## src/rtl/serial_add_ctrl_if.sv

```systemverilog
// Operand, full-adder and result signals of the bit-serial adder sequencer.
// SERIAL_ADD_OVF_EN adds the signed-overflow result flag o_ovf.
interface serial_add_ctrl_if #(
    parameter int WIDTH = 8
);
    logic             i_valid;
    logic             o_ready;
    logic [WIDTH-1:0] i_a;
    logic [WIDTH-1:0] i_b;
    logic             i_cin;
    logic             o_fa_a;
    logic             o_fa_b;
    logic             o_fa_cin;
    logic             i_fa_sum;
    logic             i_fa_carry;
    logic             o_valid;
    logic             i_ready;
    logic [WIDTH-1:0] o_sum;
    logic             o_carry;
    logic             o_busy;
`ifdef SERIAL_ADD_OVF_EN
    logic             o_ovf;
`endif

    modport slave (
        input  i_valid, i_a, i_b, i_cin, i_fa_sum, i_fa_carry, i_ready,
        output o_ready, o_fa_a, o_fa_b, o_fa_cin, o_valid, o_sum, o_carry, o_busy
`ifdef SERIAL_ADD_OVF_EN
        , output o_ovf
`endif
    );

    modport master (
        output i_valid, i_a, i_b, i_cin, i_fa_sum, i_fa_carry, i_ready,
        input  o_ready, o_fa_a, o_fa_b, o_fa_cin, o_valid, o_sum, o_carry, o_busy
`ifdef SERIAL_ADD_OVF_EN
        , input o_ovf
`endif
    );
endinterface

```

## src/rtl/serial_add_ctrl.sv

```systemverilog
// Bit-serial adder sequencer sharing one external full adder, LSB first.
// SERIAL_ADD_OVF_EN enables the signed-overflow output o_ovf.
module serial_add_ctrl #(
    parameter int WIDTH = 8
) (
    input  logic               i_clk,
    input  logic               i_rst_n,
    serial_add_ctrl_if.slave   bus
);
    localparam int CNT_W = $clog2(WIDTH) + 1;
    localparam logic [CNT_W-1:0] CNT_LAST = CNT_W'(WIDTH - 1);

    typedef enum logic [1:0] {
        ST_IDLE = 2'd0,
        ST_RUN  = 2'd1,
        ST_DONE = 2'd2
    } state_e;

    state_e           state_q, state_d;
    logic [WIDTH-1:0] a_sh_q, a_sh_d;
    logic [WIDTH-1:0] b_sh_q, b_sh_d;
    logic [WIDTH-1:0] sum_sh_q, sum_sh_d;
    logic [WIDTH-1:0] sum_q, sum_d;
    logic [CNT_W-1:0] cnt_q, cnt_d;
    logic             carry_q, carry_d;
    logic             cout_q, cout_d;
    logic             ready_q, ready_d;
    logic             valid_q, valid_d;
    logic             busy_q, busy_d;
`ifdef SERIAL_ADD_OVF_EN
    logic             ovf_q, ovf_d;
`endif

    // Next-state and datapath: zeros shift into a/b and carry clears on the last bit,
    // so the full-adder drives fall to 0 outside RUN straight from the registers.
    always_comb begin
        state_d  = state_q;
        a_sh_d   = a_sh_q;
        b_sh_d   = b_sh_q;
        sum_sh_d = sum_sh_q;
        sum_d    = sum_q;
        cnt_d    = cnt_q;
        carry_d  = carry_q;
        cout_d   = cout_q;
`ifdef SERIAL_ADD_OVF_EN
        ovf_d    = ovf_q;
`endif
        case (state_q)
            ST_IDLE: begin
                if (bus.i_valid) begin
                    a_sh_d   = bus.i_a;
                    b_sh_d   = bus.i_b;
                    carry_d  = bus.i_cin;
                    sum_sh_d = '0;
                    cnt_d    = '0;
                    state_d  = ST_RUN;
                end else begin
                    state_d  = ST_IDLE;
                end
            end
            ST_RUN: begin
                a_sh_d   = {1'b0, a_sh_q[WIDTH-1:1]};
                b_sh_d   = {1'b0, b_sh_q[WIDTH-1:1]};
                sum_sh_d = {bus.i_fa_sum, sum_sh_q[WIDTH-1:1]};
                cnt_d    = cnt_q + CNT_W'(1);
                if (cnt_q == CNT_LAST) begin
                    sum_d   = sum_sh_d;
                    cout_d  = bus.i_fa_carry;
                    carry_d = 1'b0;
`ifdef SERIAL_ADD_OVF_EN
                    ovf_d   = carry_q ^ bus.i_fa_carry;
`endif
                    state_d = ST_DONE;
                end else begin
                    carry_d = bus.i_fa_carry;
                    state_d = ST_RUN;
                end
            end
            ST_DONE: begin
                if (bus.i_ready) begin
                    state_d = ST_IDLE;
                end else begin
                    state_d = ST_DONE;
                end
            end
            default: begin
                state_d = ST_IDLE;
            end
        endcase
        ready_d = (state_d == ST_IDLE);
        valid_d = (state_d == ST_DONE);
        busy_d  = (state_d != ST_IDLE);
    end

    // State, datapath and handshake registers.
    always_ff @(posedge i_clk or negedge i_rst_n) begin
        if (!i_rst_n) begin
            state_q  <= ST_IDLE;
            a_sh_q   <= '0;
            b_sh_q   <= '0;
            sum_sh_q <= '0;
            sum_q    <= '0;
            cnt_q    <= '0;
            carry_q  <= 1'b0;
            cout_q   <= 1'b0;
            ready_q  <= 1'b1;
            valid_q  <= 1'b0;
            busy_q   <= 1'b0;
`ifdef SERIAL_ADD_OVF_EN
            ovf_q    <= 1'b0;
`endif
        end else begin
            state_q  <= state_d;
            a_sh_q   <= a_sh_d;
            b_sh_q   <= b_sh_d;
            sum_sh_q <= sum_sh_d;
            sum_q    <= sum_d;
            cnt_q    <= cnt_d;
            carry_q  <= carry_d;
            cout_q   <= cout_d;
            ready_q  <= ready_d;
            valid_q  <= valid_d;
            busy_q   <= busy_d;
`ifdef SERIAL_ADD_OVF_EN
            ovf_q    <= ovf_d;
`endif
        end
    end

    assign bus.o_ready  = ready_q;
    assign bus.o_valid  = valid_q;
    assign bus.o_busy   = busy_q;
    assign bus.o_fa_a   = a_sh_q[0];
    assign bus.o_fa_b   = b_sh_q[0];
    assign bus.o_fa_cin = carry_q;
    assign bus.o_sum    = sum_q;
    assign bus.o_carry  = cout_q;
`ifdef SERIAL_ADD_OVF_EN
    assign bus.o_ovf    = ovf_q;
`endif
endmodule

```

## src/flat_wrapper.sv

```systemverilog
// flat-port wrapper written by rule: the top's interface ports become plain ports
module serial_add_ctrl_flat 
#(
    parameter int WIDTH = 8
)
  (i_clk, i_rst_n, bus_i_valid, bus_i_a, bus_i_b, bus_i_cin, bus_i_fa_sum, bus_i_fa_carry, bus_i_ready, bus_o_ready, bus_o_fa_a, bus_o_fa_b, bus_o_fa_cin, bus_o_valid, bus_o_sum, bus_o_carry, bus_o_busy);
  serial_add_ctrl_if #(.WIDTH(WIDTH)) bus_i ();
  input  logic i_clk;
  input  logic i_rst_n;
  input wire logic [$bits(bus_i.i_valid)-1:0] bus_i_valid;
  input wire logic [$bits(bus_i.i_a)-1:0] bus_i_a;
  input wire logic [$bits(bus_i.i_b)-1:0] bus_i_b;
  input wire logic [$bits(bus_i.i_cin)-1:0] bus_i_cin;
  input wire logic [$bits(bus_i.i_fa_sum)-1:0] bus_i_fa_sum;
  input wire logic [$bits(bus_i.i_fa_carry)-1:0] bus_i_fa_carry;
  input wire logic [$bits(bus_i.i_ready)-1:0] bus_i_ready;
  output wire logic [$bits(bus_i.o_ready)-1:0] bus_o_ready;
  output wire logic [$bits(bus_i.o_fa_a)-1:0] bus_o_fa_a;
  output wire logic [$bits(bus_i.o_fa_b)-1:0] bus_o_fa_b;
  output wire logic [$bits(bus_i.o_fa_cin)-1:0] bus_o_fa_cin;
  output wire logic [$bits(bus_i.o_valid)-1:0] bus_o_valid;
  output wire logic [$bits(bus_i.o_sum)-1:0] bus_o_sum;
  output wire logic [$bits(bus_i.o_carry)-1:0] bus_o_carry;
  output wire logic [$bits(bus_i.o_busy)-1:0] bus_o_busy;
  assign bus_i.i_valid = bus_i_valid;
  assign bus_i.i_a = bus_i_a;
  assign bus_i.i_b = bus_i_b;
  assign bus_i.i_cin = bus_i_cin;
  assign bus_i.i_fa_sum = bus_i_fa_sum;
  assign bus_i.i_fa_carry = bus_i_fa_carry;
  assign bus_i.i_ready = bus_i_ready;
  assign bus_o_ready = bus_i.o_ready;
  assign bus_o_fa_a = bus_i.o_fa_a;
  assign bus_o_fa_b = bus_i.o_fa_b;
  assign bus_o_fa_cin = bus_i.o_fa_cin;
  assign bus_o_valid = bus_i.o_valid;
  assign bus_o_sum = bus_i.o_sum;
  assign bus_o_carry = bus_i.o_carry;
  assign bus_o_busy = bus_i.o_busy;
  serial_add_ctrl #(.WIDTH(WIDTH)) u_core (.i_clk(i_clk), .i_rst_n(i_rst_n), .bus(bus_i));
endmodule
```

## config.mk

```make
export PLATFORM = sky130hd
export DESIGN_NAME = serial_add_ctrl_flat
export DESIGN_NICKNAME = d
export VERILOG_FILES = /design/src/rtl/serial_add_ctrl_if.sv /design/src/rtl/serial_add_ctrl.sv /design/src/flat_wrapper.sv
export SDC_FILE = /design/constraint.sdc
export NUM_CORES = 1
export LEC_CHECK = 0
export ABC_AREA = 1
export BUFFER_PORTS_ARGS = -buffer_cell sky130_fd_sc_hd__buf_2
export CORE_ASPECT_RATIO = 0.5
export CORE_MARGIN = 4
export CORE_UTILIZATION = 30
export DETAILED_ROUTE_END_ITERATION = 8
export HOLD_SLACK_MARGIN = 0.05
export PLACE_DENSITY = 0.46
export SLEW_MARGIN = 5
export SYNTH_ARGS = -nofsm -noshare
export SYNTH_HDL_FRONTEND = slang
export SYNTH_SLANG_ARGS = --single-unit
```

## constraint.sdc

```tcl
create_clock -name i_clk -period 1.7 [get_ports i_clk]
set_input_delay 0 -clock i_clk [delete_from_list [all_inputs] [get_ports i_clk]]
set_output_delay 0 -clock i_clk [all_outputs]
set_load 0.05 [all_outputs]
```

==> impl_results.md, run 1 <==
- Post-route DRC violation count: 0
- Layout cells sized above 1: between 20% and 30%
- CP Class: reg2reg
- Clk root buf: clkbuf_16
- Synth Area in Adders: less than 1%
- Worst Path Required: approximately 1.9 ns
- Register clock-pin slew on the reported worst setup and hold paths: roughly 0.06 ns
- Clk_skew: 0.00516 ns
- Initial antenna violation count: 0
- Reg area: around 1100 um2
- Xor/xnor share of the synthesized area: 0.483%
- Die footprint: roughly 7400 um2
- Syn. warnings: 0
- HPWL after detailed placement: 2640 um
- Mux cell area share after synthesis: 0%
- First-pass GRT wire length: approximately 7100 um
- Pre-CTS setup slack: around 0.36 ns
- Share of async-settable or async-resettable flops after synthesis: 100%
- Die Wd: 118 um
- Top cell type's share of synthesized area: between 50% and 60%
- LEAKAGE: around 0.0013 uW
- Syn nets: roughly 220
- Post-Syn Area per Cell: between 9 and 10 um2
- Number of synthesized flops with an enable pin: 0
- Initial core utilization: between 30% and 40%
- Synth Area in Compound Gates: 11.8%
- Most crowded layer after global routing: met2
- Top FF cell, synth: dfrtp_1
- CTS HTree Levels: 2
- Area growth syn-to-layout: 34.2%
- CTS Buf Count: 5
- Worst Tran Pin Value: between 0.4 and 0.5 ns
- Post-DRT Antenna Nets: 0
- Post-layout worst setup margin: between 0.3 and 0.4 ns
- Register area share after synthesis: approximately 58%
- Status: finished clean
- # diodes: 0
- Hold Fails Final Rpt: 0
- Most frequent cell after synthesis: nand2_1
- IO Port Bufs: 37
- Cells after Synth: 198
- DR vias/cell: approximately 4.3
- Startpoint type of the worst setup path: flop
- I/O pin total: 38
- Highest achievable clock rate: 744 MHz
- Initial DRC count: around 60
- Routability Congestion: about 0.71
- Simple logic cell fraction of the synthesized area: 21.7%
- Vias in the first global route: roughly 1500
- HP Class: in2reg
- Routing usage on met1: around 15%
- CP Max Fanout: 19
- Max VDD drop: 0.000528 V
- Grt ovf: 0
- Routed wire length: between 3000 and 4000 um
- Post-cts repair resize count: 0
- Final nets: approximately 280
- FF+latch count, synth: 42
- Pre-antenna DRT Iters: 4
- Area of the multi-input gates: ~630 um2
- Clock net sink count: 42
- Critical Path End Type: flop
- Final core occ: approximately 43%
- Hold Slack: 0.106 ns
- Crit path time final: roughly 1.3 ns
- Wire per inst: roughly 12 um
- Setup TNS: 0 ns
- Post-CTS Setup Repair Bufs: 0
- Std cell rows: 19
- Overall power: around 4400 uW
- Combinational family with the most area after synthesis: simple AND/OR/NAND/NOR gates
- Clk_lat worst skew: around 0.28 ns
- Mapped Area: approximately 1800 um2
- Max_slew headroom: between 70% and 80%
- Largest net degree at the start of global routing: 25
- Power Density: ~1800 nW/um2
- Unrepaired setup endpoints after global routing: no
- TritonCTS clock tree: yes
- Height of the die: ~63 um
- Filler Cell Count: 583
- DR vias: ~1400
- Slew Limit Fails: 0
- GRT Overall Usage: roughly an eighth
- Synth area leader: dfrtp_1
- Final setup fails: 0
- Post-synth top cells: 75 x nand2_1, 41 x dfrtp_1, 20 x inv_1, 9 x nand3_1, 9 x o21ai_0
- Max-cap violations: 0
- CP arrival: 1.52 ns
- Grt met3 use: between 3 and 4%
- Synth area leaders: dfrtp_1 57%, nand2_1 16%, inv_1 4.1%
- M2 GR Usage: between 10% and 20%
- Tcrit/Tclk final: slightly below 80%
- Library cells used by synthesis: 24
- Clk buf depth: 2
- CORE AREA: ~5700 um2
area by class of cell:
type	instances	area share, %
tap	73	3.75
multi-input combinational	126	25.8
clock buffer	6	5.70
inverter	23	3.55
timing repair buffer	62	17.5
sequential	42	43.2
clock inverter	2	0.514
metal layers:
layer / vias up / share of wire (%)
met5: - / 0
met4: 0 / 1.0
met3: 4 / 4.3
met2: 28 / 44
met1: 661 / 51
li1: 748 / -
worst paths after layout:
path | slack (ns) | cells past startpoint | start | end
max reg2reg | 0.36 | 6 | u_core.cnt_q[0] | u_core.bus.o_sum[6]
min in group asynchronous | 0.17 | 2 | i_rst_n | u_core.a_sh_q[0]
max | 0.36 | 6 | u_core.cnt_q[0] | u_core.bus.o_sum[6]
min | 0.11 | 5 | bus_i_cin | u_core.bus.o_fa_cin
max in group asynchronous | 0.94 | 3 | i_rst_n | u_core.bus.o_ready
min reg2reg | 0.47 | 2 | u_core.bus.o_sum[2] | u_core.bus.o_sum[2]
cell families (layout without fill, tap and decap cells):
family          count (synthesis)  after routing
fa+ha+maj                       1              1
simple gates                   92             92
flops                          42             42
buf+inv                        30             93
xor+xnor                        1              1
compound gates                 32             32
where the power goes:
part | total (uW) | switching (uW) | internal [uW]
clock | 975 | 393 | 582
sequential | 1590 | 197 | 1400
combinational | 1820 | 1280 | 537
registers in the layout (all words and copies together) (netlist names):
| register | flops |
|---|---|
| u_core.b_sh_q | 8 |
| u_core.a_sh_q | 8 |
| u_core.sum_sh_q | 7 |
| u_core.bus.o_sum | 8 |
| u_core.bus.o_fa_cin | 1 |
| u_core.bus.o_ready | 1 |
| u_core.bus.o_carry | 1 |
| u_core.cnt_q | 4 |
| u_core.bus.o_busy | 1 |
| u_core.bus.o_valid | 1 |
| u_core.state_q | 2 |
repair_timing:
item / in CTS / in global routing
endpoints found under the hold margin: 65 / 0
hold buffers: 21 / 0
setup endpoints to repair: 0 / 0
cell usage in the layout, fill, tap and decap left out:
cell / n
a21oi_1: 1
a21oi_2: 1
buf_2: 37
buf_4: 4
clkbuf_16: 5
clkbuf_8: 1
clkinv_2: 1
clkinvlp_4: 1
dfrtp_1: 41
dfstp_2: 1
dlygate4sd3_1: 21
ha_1: 1
inv_1: 20
inv_2: 3
nand2_1: 75
nand2_2: 1
nand2_4: 1
nand3_1: 9
nand3_2: 2
nand3b_1: 1
nand4_1: 1
nor2_1: 1
nor2_4: 1
o21ai_0: 9
o21ai_1: 5
o21ai_2: 8
o21ai_4: 1
o22ai_1: 7
xnor2_1: 1
stage by stage:
stage	instance area, um2	std cells
after CTS	2430	334
final	2430	334
after detailed placement	2070	305
after global routing	2430	334
after global placement	2070	305
after floorplan	1810	198
worst max-delay path, stage by stage (launching register included):
cell     delay (ns)
dfrtp_1        0.41
ha_1           0.22
nand3_2        0.10
inv_1          0.14
nand2_4        0.18
nand2_1        0.13
o21ai_2        0.05
Note: power is estimated with default switching activity, not from simulation.
==> inputs of run 2 (changes only) <==
==> constraint.sdc (replaced) <==
create_clock -name i_clk -period 1.25 [get_ports i_clk]
set_input_delay 0 -clock i_clk [delete_from_list [all_inputs] [get_ports i_clk]]
set_output_delay 0 -clock i_clk [all_outputs]
set_load 0.05 [all_outputs]
==> run 2 against run 1 <==
Highest routed layer unchanged; worst hold slack lost 0.038 ns; sequential share of layout area shrank 1.7 points; maximum frequency grew 15%; critical path type unchanged; register-to-register slack lost 0.28 ns; first-iteration DRC count shrank 20%; clock power grew 49%; design area grew 4.2%.
==> impl_results.md, run 2 (same netlist as run 1, synthesis figures left out) <==
- CP Max Fanout: 19 (unchanged)
- Routed wire length on met2: 1790 um (+3.3%)
- Unrepaired setup endpoints after global routing: no
- IO Port Bufs: 37 (unchanged)
- Clk_skew: 0.00487 ns (-0.000284 ns)
- Grt ovf: 0 (unchanged)
- Post-layout worst setup margin: 0.0769 ns (-0.279 ns)
- I/O pin total: 38 (unchanged)
- First-pass GRT wire length: 6840 um (-4.3%)
- # diodes: 0 (unchanged)
- Slew Limit Fails: 0 (unchanged)
- Initial antenna violation count: 0 (unchanged)
- Die footprint: 7430 um2 (unchanged)
- Most frequent cells in the layout: 75 x nand2_1, 40 x dfrtp_1, 37 x buf_2, 20 x dlygate4sd3_1, 18 x inv_1
- Power Density: 2520 nW/um2 (+40%)
- Clock net sink count: 42 (unchanged)
- Layout cells sized above 1: 28.3% (+2.2 points)
- Initial core utilization: 32.1% (unchanged)
- Max-cap violations: 0 (unchanged)
- GRT Overall Usage: 11.4% (-0.36 points)
- Post-DRT Antenna Nets: 0 (unchanged)
- CTS HTree Levels: 2 (unchanged)
- Most common cell after layout, fill and taps aside: nand2_1
- Die Wd: 118 um (unchanged)
- Critical Path End Type: flop
- Post-place instance area: 2120 um2 (+2.3%)
- TritonCTS clock tree: yes
- Height of the die: 63.0 um (unchanged)
- Area growth syn-to-layout: 39.9%
- CORE AREA: 5660 um2 (unchanged)
- Post-route DRC violation count: 0 (unchanged)
- Startpoint type of the worst setup path: flop
- Length of routed met3 wiring: 124 um (-27%)
- CP arrival: 1.34 ns (-0.18 ns)
- Crit path time final: 1.17 ns (-0.171 ns)
- Tcrit/Tclk final: 93.9% (+15 points)
- Clk_lat worst skew: 0.28 ns (about the same)
- Pre-antenna DRT Iters: 4 (unchanged)
- Max_slew headroom: 83.1% (+11 points)
- LEAKAGE: 0.00129 uW (+2.6%)
- Clk root buf: clkbuf_16
- Max stage delay on crit path: 0.43 ns (+0.02 ns)
- Worst Path Required: 1.42 ns (-0.45 ns)
- Routability Congestion: 0.716 (+0.62%)
- Wire per inst: 11.6 um (-2.4%)
- Pre-CTS setup slack: -0.0148 ns (-0.377 ns)
- Largest net degree at the start of global routing: 43 (+72%)
- Top routing layer used: met4
- Status: finished clean
- CTS Buf Count: 5 (unchanged)
- Register clock-pin slew on the reported worst setup and hold paths: 0.06 ns (about the same)
- Highest achievable clock rate: 852 MHz (+15%)
- HP Class: in2reg
- Overall power: 6380 uW (+46%)
- Clk buf depth: 2 (unchanged)
- CP Cell Sequence: inv_2, nor2_4, buf_12, nand2_8, nand2_1, o21ai_2
- Initial DRC count: 47 (-20%)
- Worst Tran Pin Value: 0.253 ns (-0.162 ns)
- Hold Fails Final Rpt: 0 (unchanged)
- Final setup fails: 0 (unchanged)
- Slowest CP cell: dfrtp_2
- Final nets: 288 (+1.4%)
- Max VDD drop: 0.00102 V (+94%)
- DR vias: 1460 (+1.3%)
- Met1 WL: 1960 um (-3.0%)
- CP Class: reg2reg
- Post-Layout Inst Area: 2540 um2 (+4.2%)
- Routed wire length: 3920 um (-1.2%)
- DR vias/cell: 4.32 (+0.12%)
- Std cell rows: 19 (unchanged)
- HPWL after detailed placement: 2590 um (-1.9%)
- Vias in the first global route: 1480 (-2.6%)
[run 2: area by class of cell]
cell class	instances	area [um2]
Sequential cell	42	1050
Tap cell	73	91.3
Inverter	23	91.3
Clock buffer	6	129
Timing Repair Buffer	66	498
Clock inverter	2	37.5
Multi-Input combinational cell	126	637
Fill cell	573	3120
[run 2: layer usage]
| metal | GRT usage, % | vias to the layer above |
|---|---|---|
| met5 | 0 | - |
| met4 | 3.94 | 0 |
| met3 | 3.25 | 5 |
| met2 | 17.9 | 22 |
| met1 | 15.1 | 675 |
| li1 | - | 758 |
[run 2: stage by stage]
stage	TNS, ns	util [%]	std cells	hold WS [ns]
floorplan	0	-	198	-0.296
global placement	0	37.5	308	-0.00665
detailed placement	-0.0448	37.5	308	-0.00688
CTS	0	44.0	336	0.0618
global route	0	44.8	338	0.0861
finish	0	44.8	338	0.0688
[run 2: where the power goes]
part           switching [uW]  leakage (uW)  total, uW  internal (uW)
logic                    1830      0.000683       2780            949
registers                 247      0.000534       2150           1900
clock network             512     0.0000771       1450            942
total                    2590       0.00129       6380           3790
[run 2: worst paths after layout]
| kind | start | endpoint | slack (ns) | cells after the start |
|---|---|---|---|---|
| worst max-delay path | u_core.state_q[0] | u_core.bus.o_sum[5] | 0.08 | 6 |
| worst min-delay path | bus_i_b[3] | u_core.b_sh_q[3] | 0.07 | 5 |
| worst max register to register | u_core.state_q[0] | u_core.bus.o_sum[5] | 0.08 | 6 |
| worst min register to register | u_core.bus.o_sum[7] | u_core.bus.o_sum[7] | 0.47 | 2 |
| max in group asynchronous | i_rst_n | u_core.bus.o_ready | 0.76 | 3 |
| min in group asynchronous | i_rst_n | u_core.b_sh_q[3] | 0.22 | 3 |
[run 2: critical path, delay by kind of cell (launching register included)]
| family | cells | cell delay (ns) |
|---|---|---|
| buffers and inverters | 2 | 0.21 |
| and+or+nand+nor | 3 | 0.36 |
| AOI/OAI and AO/OA | 1 | 0.05 |
| DFF | 1 | 0.43 |
[run 2: repair_timing]
item                                    CTS  global route
cloned                                    0             0
hold buffers                             20             0
buffers inserted                          0             2
resized for setup                         2             6
endpoints found under the setup margin   11            18
pin swaps                                 0             1
hold endpoints to repair                 65             0
